==> src/rtl/msgPass_config_pkg.sv <==
// Shared defaults, FSM state type and counter width for the message-pass buffer.
package msgPass_config_pkg;

    localparam int unsigned MSGPASS_BUFF_DATA_WIDTH = 8;
    localparam int unsigned MSGPASS_BUFF_DEPTH      = 64;
    localparam int unsigned MSGPASS_BUFF_ADDR_WIDTH = $clog2(MSGPASS_BUFF_DEPTH);
    localparam int unsigned MSGPASS_BUFF_NUM_WR     = 2;
    localparam int unsigned MSGPASS_BUFF_NUM_RD     = 2;
    localparam int unsigned MSGPASS_BUFF_CNT_WIDTH  = 16;

    typedef enum logic {
        CLEAR = 1'b0,
        READY = 1'b1
    } msgpass_buff_state_e;

endpackage

==> src/rtl/msgpass_buffer_mp_if.sv <==
// Read/write/conflict bundle between the permutation network side and the buffer.
interface msgpass_buffer_mp_if
    import msgPass_config_pkg::*;
#(
    parameter int unsigned DATA_WIDTH = MSGPASS_BUFF_DATA_WIDTH,
    parameter int unsigned ADDR_WIDTH = MSGPASS_BUFF_ADDR_WIDTH,
    parameter int unsigned NUM_WR     = MSGPASS_BUFF_NUM_WR,
    parameter int unsigned NUM_RD     = MSGPASS_BUFF_NUM_RD,
    parameter int unsigned CNT_WIDTH  = MSGPASS_BUFF_CNT_WIDTH
);
    logic                           ready_o;
    logic [NUM_WR-1:0]              wen_i;
    logic [NUM_WR*ADDR_WIDTH-1:0]   waddr_i;
    logic [NUM_WR*DATA_WIDTH-1:0]   wdata_i;
    logic [NUM_RD-1:0]              ren_i;
    logic [NUM_RD*ADDR_WIDTH-1:0]   raddr_i;
    logic [NUM_RD*DATA_WIDTH-1:0]   rdata_o;
    logic [NUM_RD-1:0]              rvalid_o;
    logic                           wr_conflict_o;
    logic                           conflict_sticky_o;
    logic                           conflict_clr_i;
    logic [CNT_WIDTH-1:0]           conflict_cnt_o;

    modport master (
        output wen_i, waddr_i, wdata_i, ren_i, raddr_i, conflict_clr_i,
        input  ready_o, rdata_o, rvalid_o, wr_conflict_o, conflict_sticky_o, conflict_cnt_o
    );

    modport slave (
        input  wen_i, waddr_i, wdata_i, ren_i, raddr_i, conflict_clr_i,
        output ready_o, rdata_o, rvalid_o, wr_conflict_o, conflict_sticky_o, conflict_cnt_o
    );

endinterface

==> src/rtl/msgpass_wr_arbiter.sv <==
// Per-port write winner mask (highest enabled index wins per address) and collision flag.
module msgpass_wr_arbiter #(
    parameter int unsigned NUM_WR     = 2,
    parameter int unsigned ADDR_WIDTH = 6
) (
    input  logic [NUM_WR-1:0]            wen,
    input  logic [NUM_WR*ADDR_WIDTH-1:0] waddr,
    output logic [NUM_WR-1:0]            win_c,
    output logic                         conflict_c
);

    // A port loses if any higher-index enabled port targets the same address.
    always_comb begin
        win_c = wen;
        for (int p = 0; p < int'(NUM_WR); p++) begin
            for (int q = p + 1; q < int'(NUM_WR); q++) begin
                if (wen[q] && (waddr[q*ADDR_WIDTH +: ADDR_WIDTH] == waddr[p*ADDR_WIDTH +: ADDR_WIDTH])) begin
                    win_c[p] = 1'b0;
                end
            end
        end
        conflict_c = |(wen & ~win_c);
    end

endmodule

==> src/rtl/msgpass_buffer_mp.sv <==
// Multi-port LDPC message buffer with post-reset clear, write arbitration and conflict stats.
// Define MSGPASS_BUFF_BYPASS_EN to forward same-cycle write data to reads.
module msgpass_buffer_mp
    import msgPass_config_pkg::*;
#(
    parameter int unsigned DATA_WIDTH = MSGPASS_BUFF_DATA_WIDTH,
    parameter int unsigned DEPTH      = MSGPASS_BUFF_DEPTH,
    parameter int unsigned NUM_WR     = MSGPASS_BUFF_NUM_WR,
    parameter int unsigned NUM_RD     = MSGPASS_BUFF_NUM_RD,
    parameter int unsigned ADDR_WIDTH = $clog2(DEPTH),
    parameter int unsigned CNT_WIDTH  = MSGPASS_BUFF_CNT_WIDTH
) (
    input logic                clk_i,
    input logic                rst_i,
    msgpass_buffer_mp_if.slave bus
);

    localparam logic [ADDR_WIDTH-1:0] LAST_ADDR = ADDR_WIDTH'(DEPTH - 1);
    localparam logic [CNT_WIDTH-1:0]  CNT_MAX   = {CNT_WIDTH{1'b1}};

    msgpass_buff_state_e          state_q, state_n;
    logic [ADDR_WIDTH-1:0]        ptr_q, ptr_n;
    logic                         ready_q;
    logic [DATA_WIDTH-1:0]        mem [DEPTH];
    logic [NUM_WR-1:0]            win_c;
    logic                         conflict_c;
    logic [DATA_WIDTH-1:0]        rd_word_c [NUM_RD];
    logic [NUM_RD*DATA_WIDTH-1:0] rdata_q;
    logic [NUM_RD-1:0]            rvalid_q;
    logic                         wr_conflict_q;
    logic                         sticky_q;
    logic [CNT_WIDTH-1:0]         cnt_q;
    logic                         active;

    assign active = (state_q == READY);

    msgpass_wr_arbiter #(
        .NUM_WR     (NUM_WR),
        .ADDR_WIDTH (ADDR_WIDTH)
    ) u_arb (
        .wen        (bus.wen_i),
        .waddr      (bus.waddr_i),
        .win_c      (win_c),
        .conflict_c (conflict_c)
    );

    always_ff @(posedge clk_i) begin
        if (rst_i) begin
            state_q <= CLEAR;
            ptr_q   <= '0;
            ready_q <= 1'b0;
        end else begin
            state_q <= state_n;
            ptr_q   <= ptr_n;
            ready_q <= (state_n == READY);
        end
    end

    // Clear walks every address once, then the buffer stays ready until reset.
    always_comb begin
        state_n = state_q;
        ptr_n   = ptr_q;
        case (state_q)
            CLEAR: begin
                ptr_n = ptr_q + ADDR_WIDTH'(1);
                if (ptr_q == LAST_ADDR) begin
                    state_n = READY;
                end
            end
            READY:   state_n = READY;
            default: state_n = CLEAR;
        endcase
    end

    // Winners have distinct addresses, so loop order does not matter.
    always_ff @(posedge clk_i) begin
        if (!rst_i) begin
            if (state_q == CLEAR) begin
                mem[ptr_q] <= '0;
            end else begin
                for (int p = 0; p < int'(NUM_WR); p++) begin
                    if (win_c[p]) begin
                        mem[bus.waddr_i[p*ADDR_WIDTH +: ADDR_WIDTH]] <= bus.wdata_i[p*DATA_WIDTH +: DATA_WIDTH];
                    end
                end
            end
        end
    end

    always_comb begin
        for (int r = 0; r < int'(NUM_RD); r++) begin
            rd_word_c[r] = mem[bus.raddr_i[r*ADDR_WIDTH +: ADDR_WIDTH]];
`ifdef MSGPASS_BUFF_BYPASS_EN
            for (int p = 0; p < int'(NUM_WR); p++) begin
                if (win_c[p] && (bus.waddr_i[p*ADDR_WIDTH +: ADDR_WIDTH] == bus.raddr_i[r*ADDR_WIDTH +: ADDR_WIDTH])) begin
                    rd_word_c[r] = bus.wdata_i[p*DATA_WIDTH +: DATA_WIDTH];
                end
            end
`endif
        end
    end

    always_ff @(posedge clk_i) begin
        if (rst_i) begin
            rdata_q  <= '0;
            rvalid_q <= '0;
        end else if (active) begin
            rvalid_q <= bus.ren_i;
            for (int r = 0; r < int'(NUM_RD); r++) begin
                if (bus.ren_i[r]) begin
                    rdata_q[r*DATA_WIDTH +: DATA_WIDTH] <= rd_word_c[r];
                end
            end
        end else begin
            rvalid_q <= '0;
        end
    end

    // A coincident clear beats a new conflict for sticky/count; the pulse still fires.
    always_ff @(posedge clk_i) begin
        if (rst_i) begin
            wr_conflict_q <= 1'b0;
            sticky_q      <= 1'b0;
            cnt_q         <= '0;
        end else begin
            wr_conflict_q <= active && conflict_c;
            if (bus.conflict_clr_i) begin
                sticky_q <= 1'b0;
                cnt_q    <= '0;
            end else if (active && conflict_c) begin
                sticky_q <= 1'b1;
                if (cnt_q != CNT_MAX) begin
                    cnt_q <= cnt_q + CNT_WIDTH'(1);
                end
            end
        end
    end

    assign bus.ready_o           = ready_q;
    assign bus.rdata_o           = rdata_q;
    assign bus.rvalid_o          = rvalid_q;
    assign bus.wr_conflict_o     = wr_conflict_q;
    assign bus.conflict_sticky_o = sticky_q;
    assign bus.conflict_cnt_o    = cnt_q;

endmodule
==> src/flat_wrapper.sv <==
// flat-port wrapper written by rule: the top's interface ports become plain ports
module msgpass_buffer_mp_flat import msgPass_config_pkg::*;
#(
    parameter int unsigned DATA_WIDTH = MSGPASS_BUFF_DATA_WIDTH,
    parameter int unsigned DEPTH      = MSGPASS_BUFF_DEPTH,
    parameter int unsigned NUM_WR     = MSGPASS_BUFF_NUM_WR,
    parameter int unsigned NUM_RD     = MSGPASS_BUFF_NUM_RD,
    parameter int unsigned ADDR_WIDTH = $clog2(DEPTH),
    parameter int unsigned CNT_WIDTH  = MSGPASS_BUFF_CNT_WIDTH
)
  (clk_i, rst_i, bus_wen_i, bus_waddr_i, bus_wdata_i, bus_ren_i, bus_raddr_i, bus_conflict_clr_i, bus_ready_o, bus_rdata_o, bus_rvalid_o, bus_wr_conflict_o, bus_conflict_sticky_o, bus_conflict_cnt_o);
  msgpass_buffer_mp_if #(.DATA_WIDTH(DATA_WIDTH), .ADDR_WIDTH(ADDR_WIDTH), .NUM_WR(NUM_WR), .NUM_RD(NUM_RD), .CNT_WIDTH(CNT_WIDTH)) bus_i ();
  input logic clk_i;
  input logic rst_i;
  input wire logic [$bits(bus_i.wen_i)-1:0] bus_wen_i;
  input wire logic [$bits(bus_i.waddr_i)-1:0] bus_waddr_i;
  input wire logic [$bits(bus_i.wdata_i)-1:0] bus_wdata_i;
  input wire logic [$bits(bus_i.ren_i)-1:0] bus_ren_i;
  input wire logic [$bits(bus_i.raddr_i)-1:0] bus_raddr_i;
  input wire logic [$bits(bus_i.conflict_clr_i)-1:0] bus_conflict_clr_i;
  output wire logic [$bits(bus_i.ready_o)-1:0] bus_ready_o;
  output wire logic [$bits(bus_i.rdata_o)-1:0] bus_rdata_o;
  output wire logic [$bits(bus_i.rvalid_o)-1:0] bus_rvalid_o;
  output wire logic [$bits(bus_i.wr_conflict_o)-1:0] bus_wr_conflict_o;
  output wire logic [$bits(bus_i.conflict_sticky_o)-1:0] bus_conflict_sticky_o;
  output wire logic [$bits(bus_i.conflict_cnt_o)-1:0] bus_conflict_cnt_o;
  assign bus_i.wen_i = bus_wen_i;
  assign bus_i.waddr_i = bus_waddr_i;
  assign bus_i.wdata_i = bus_wdata_i;
  assign bus_i.ren_i = bus_ren_i;
  assign bus_i.raddr_i = bus_raddr_i;
  assign bus_i.conflict_clr_i = bus_conflict_clr_i;
  assign bus_ready_o = bus_i.ready_o;
  assign bus_rdata_o = bus_i.rdata_o;
  assign bus_rvalid_o = bus_i.rvalid_o;
  assign bus_wr_conflict_o = bus_i.wr_conflict_o;
  assign bus_conflict_sticky_o = bus_i.conflict_sticky_o;
  assign bus_conflict_cnt_o = bus_i.conflict_cnt_o;
  msgpass_buffer_mp #(.DATA_WIDTH(DATA_WIDTH), .DEPTH(DEPTH), .NUM_WR(NUM_WR), .NUM_RD(NUM_RD), .ADDR_WIDTH(ADDR_WIDTH), .CNT_WIDTH(CNT_WIDTH)) u_core (.clk_i(clk_i), .rst_i(rst_i), .bus(bus_i));
endmodule
==> config.mk <==
export PLATFORM = sky130hd
export DESIGN_NAME = msgpass_buffer_mp_flat
export DESIGN_NICKNAME = d
export VERILOG_FILES = /design/src/rtl/msgPass_config_pkg.sv /design/src/rtl/msgpass_buffer_mp_if.sv /design/src/rtl/msgpass_wr_arbiter.sv /design/src/rtl/msgpass_buffer_mp.sv /design/src/flat_wrapper.sv
export SDC_FILE = /design/constraint.sdc
export NUM_CORES = 1
export LEC_CHECK = 0
export CAP_MARGIN = 20
export CORE_MARGIN = 2
export CORE_UTILIZATION = 45
export DETAILED_ROUTE_END_ITERATION = 12
export DONT_BUFFER_PORTS = 1
export GPL_TIMING_DRIVEN = 0
export PLACE_DENSITY_LB_ADDON = 0.05
export SLEW_MARGIN = 20
export SYNTH_ARGS = -nofsm -noshare
export SYNTH_HDL_FRONTEND = slang
export SYNTH_HIERARCHICAL = 1
export SYNTH_SLANG_ARGS = --single-unit
==> constraint.sdc <==
create_clock -name clk_i -period 7.4 [get_ports clk_i]
set_input_delay 1.48 -clock clk_i [delete_from_list [all_inputs] [get_ports clk_i]]
set_output_delay 1.48 -clock clk_i [all_outputs]
set_load 0.01 [all_outputs]
==> metrics.md <==
| Metric | Value |
|---|---|
| Seq/Total Area, Yosys | 49.07% |
| CP Max Fanout | 10 |
| Post-Synthesis Mean Instance Area | 14.28 µm² |
| Final Hold Viols | 0 |
| Vias | 24520 |
| Max Used Layer | met5 |
| Worst-Skew Late Latency | 0.62 ns |
| RSZ-0062 raised after global routing | no |
| Fmax | 0.1948 GHz |
| Input/output buffers | 0 |
| GPL Wtd Cong | 1.085 |
| Layout area overhead | 10.44% |
| TritonRoute pass-1 iters | 7 |
| Worst-margin pin slew | 1.265 ns |
| Worst relative slew slack | 15.65% |
| Post-layout util | 50.17% |
| DIE AREA | 75710 µm² |
| Total power | 7.173 mW |
| Core footprint | 72830 µm² |
| Status | finished, final reports clean |
| Cell taking the most area after synthesis | edfxtp_1 |
| WS Path Type | input port to register |
| Post-synth EDFFs | 512 |
| Main synth FF type | edfxtp_1 |
| Final WL | 147800 µm |
| Hold Path Origin | u_core/bus.conflict_sticky_o |
| CTS Buffer Depth | 3 |
| CTS tree | built |
| Hold depth | 2 |
| Cell Chain, Critical Path | xor2_1 > o31a_1 > inv_1 > a21oi_1 > nand4_1 > o22ai_1 |
| CTS Root Cell | clkbuf_16 |
| Synth top cells by count | 592 x mux2_2, 512 x edfxtp_1, 187 x mux4_2 |
| Via-per-instance ratio | 7.194 |
| Clk slew on worst S/H paths | 0.06 ns |
| FF-to-FF End | u_core/mem[3][2] |
| Routed wl met2 | 59670 µm |
| CP endpoint kind | register |
| Initial antenna violation count | 14 |
| FF-to-FF path depth | 4 |
| Top cells by area, synth | edfxtp_1 46%, mux2_2 20%, mux4_2 13% |
| Met1 WL | 57360 µm |
| Crit path max-delay family | compound AO/OA/AOI/OAI gates |
| CTS resizes | 0 |
| Post-synthesis instance area | 33090 µm² |
| First-pass GRT wire length | 196000 µm |
| Req. time, crit path | 7.63 ns |
| Wire per inst | 43.36 µm |
| Power Density | 196.3 nW/µm² |
| Post-DP HPWL | 109700 µm |
| Internal reg-to-reg setup slack | 2.98 ns |
| Final setup fails | 0 |
| Slowest CP cell | o22ai_1 |
| Nets | 2445 |
| Critical Path AT | 5.36 ns |
| Seq cells post-synth | 555 |
| Fraction of layout cells with a size suffix above 1 | 41.20% |
| Post-synth ARST share | 0% |
| Lkg Pwr | 13.69 nW |
| Inserted Clock Buffers | 67 |
| Top-count cell post-synth | mux2_2 |
| TritonCTS sink count | 555 |
| Yosys cell types | 62 |
| Die Ht | 275.2 µm |
| All-Layer GR Usage | 38.90% |
| Largest net degree at the start of global routing | 13 |
| TNS Setup | 0 ns |
| Syn Nets | 2366 |
| Routed Antenna Nets | 0 |
| CTS H-tree depth | 3 |
| Placed insts | 3282 |
| Synth top area share | 46.47% |
| WHS Endpoint | u_core/bus.conflict_sticky_o |
| Post-route clock period utilization | 69.38% |
| IO Count | 84 |
| Drt drc | 0 |
| Pre-CTS WS | 1.793 ns |
| Initial Utilization | 45.43% |
| Final WS setup | 2.266 ns |
| Hold buffers post-CTS | 0 |
| Setup Skew | 0.01830 ns |
| HP Class | register to register |
| Post-CTS Setup Inserts | 0 |
| Worst setup SP type | input port |
| Non-Filler Instances | 3409 |
| Vias in the first global route | 22990 |
| Cells after synthesis | 2317 |
| Max incr delay on CP | 1.12 ns |
| Max-Cap Viols | 0 |
| Fin. max-slew vios | 0 |
| Worst IR Drop VDD | 0.1394 mV |
| Die X-Extent | 275.2 µm |
| Worst path bufs/invs | 1 |
| Grt ovf | 0 |
| Wire length on met3 | 20010 µm |
| Synth warnings | 6 |
| Min Clock Period, post-route | 5.134 ns |
| Reg2Reg Launch Point | u_core/bus.ready_o |
| Row count | 99 |
| Initial DRC count | 3842 |
-- per-stage QoR --
stage	cell area, µm²	hold slack, ns
finish	36540	0.5419
global route	36530	0.5915
CTS	36460	0.5470
detailed placement	34380	0.5322
global placement	34290	0.5233
floorplan	33090	0.5009
-- layout make-up --
| class | count | area, µm² |
|---|---|---|
| buffer | 242 | 1060 |
| clock buffer | 96 | 1921 |
| tap | 959 | 1200 |
| inverter | 11 | 41.29 |
| clock inverter | 21 | 158.9 |
| timing repair buffer | 10 | 91.34 |
| multi-input combinational | 1509 | 15820 |
| fill | 6365 | 36290 |
| antenna | 6 | 15.01 |
| sequential | 555 | 16240 |
-- worst reg2reg max path: stages (launching register included) --
cell and delay, ns:
dfxtp_1 0.47, clkbuf_1 0.44, a21oi_1 0.99, nand4_1 1.02
o22ai_1 1.12
-- flip-flops by register name (all words and copies together), names as in the netlist --
register and flops:
u_core/bus.conflict_cnt_o 16, u_core/bus.conflict_sticky_o 1, u_core/bus.rdata_o 16, u_core/bus.ready_o 1, u_core/bus.rvalid_o 2, u_core/bus.wr_conflict_o 1, u_core/mem 512, u_core/ptr_q 6
-- report_power, final --
group,switching [mW],internal [mW]
clock,1.36,1.87
sequential,0.00754,3.39
combinational,0.399,0.155
total,1.76,5.41
-- worst max path at each step --
stage / slack (ns) / depth (start not counted) / end / startpoint
CTS: 2.43 / 6 / u_core/mem[4][4] / bus_waddr_i[4]
finish: 2.27 / 6 / u_core/mem[3][2] / bus_waddr_i[4]
global route: 2.24 / 6 / u_core/mem[3][3] / bus_waddr_i[4]
floorplan: 3.14 / 9 / u_core/mem[9][0] / bus_waddr_i[0]
detailed placement: 1.79 / 6 / u_core/mem[4][2] / bus_waddr_i[4]
global placement: 1.06 / 8 / u_core/mem[49][2] / bus_waddr_i[3]
-- per-layer routing --
metal	up-vias	GRT usage, %
li1	9444	-
met1	12680	53.74
met2	2009	53.26
met3	387	12.05
met4	4	24.00
met5	-	0
-- kinds of logic (layout without fill, tap and decap cells) --
kind of cell	after synthesis	in the layout	share of synthesized area (%)
buffers and inverters	253	380	3.283
adder cells (fa/ha/maj)	2	2	0.07562
multiplexers	872	872	35.84
AND/OR/NAND/NOR	351	351	5.866
other	0	6	0
flip-flops	555	555	49.07
AO/OA/AOI/OAI	259	259	5.200
XOR/XNOR	25	25	0.6618
-- cell usage in the layout, fill, tap and decap left out, drive strengths merged, types with 16 or more instances in the layout --
cell / n
xnor2: 17
mux2: 593
o22ai: 65
mux4: 190
clkbuf: 256
buf: 92
dfxtp: 43
a21oi: 27
nor3: 30
a22oi: 60
nand2: 90
o21ai: 45
clkinv: 16
nor2: 83
edfxtp: 512
nand3: 34
mux2i: 89
No activity file was read; power rests on OpenSTA's default activity.
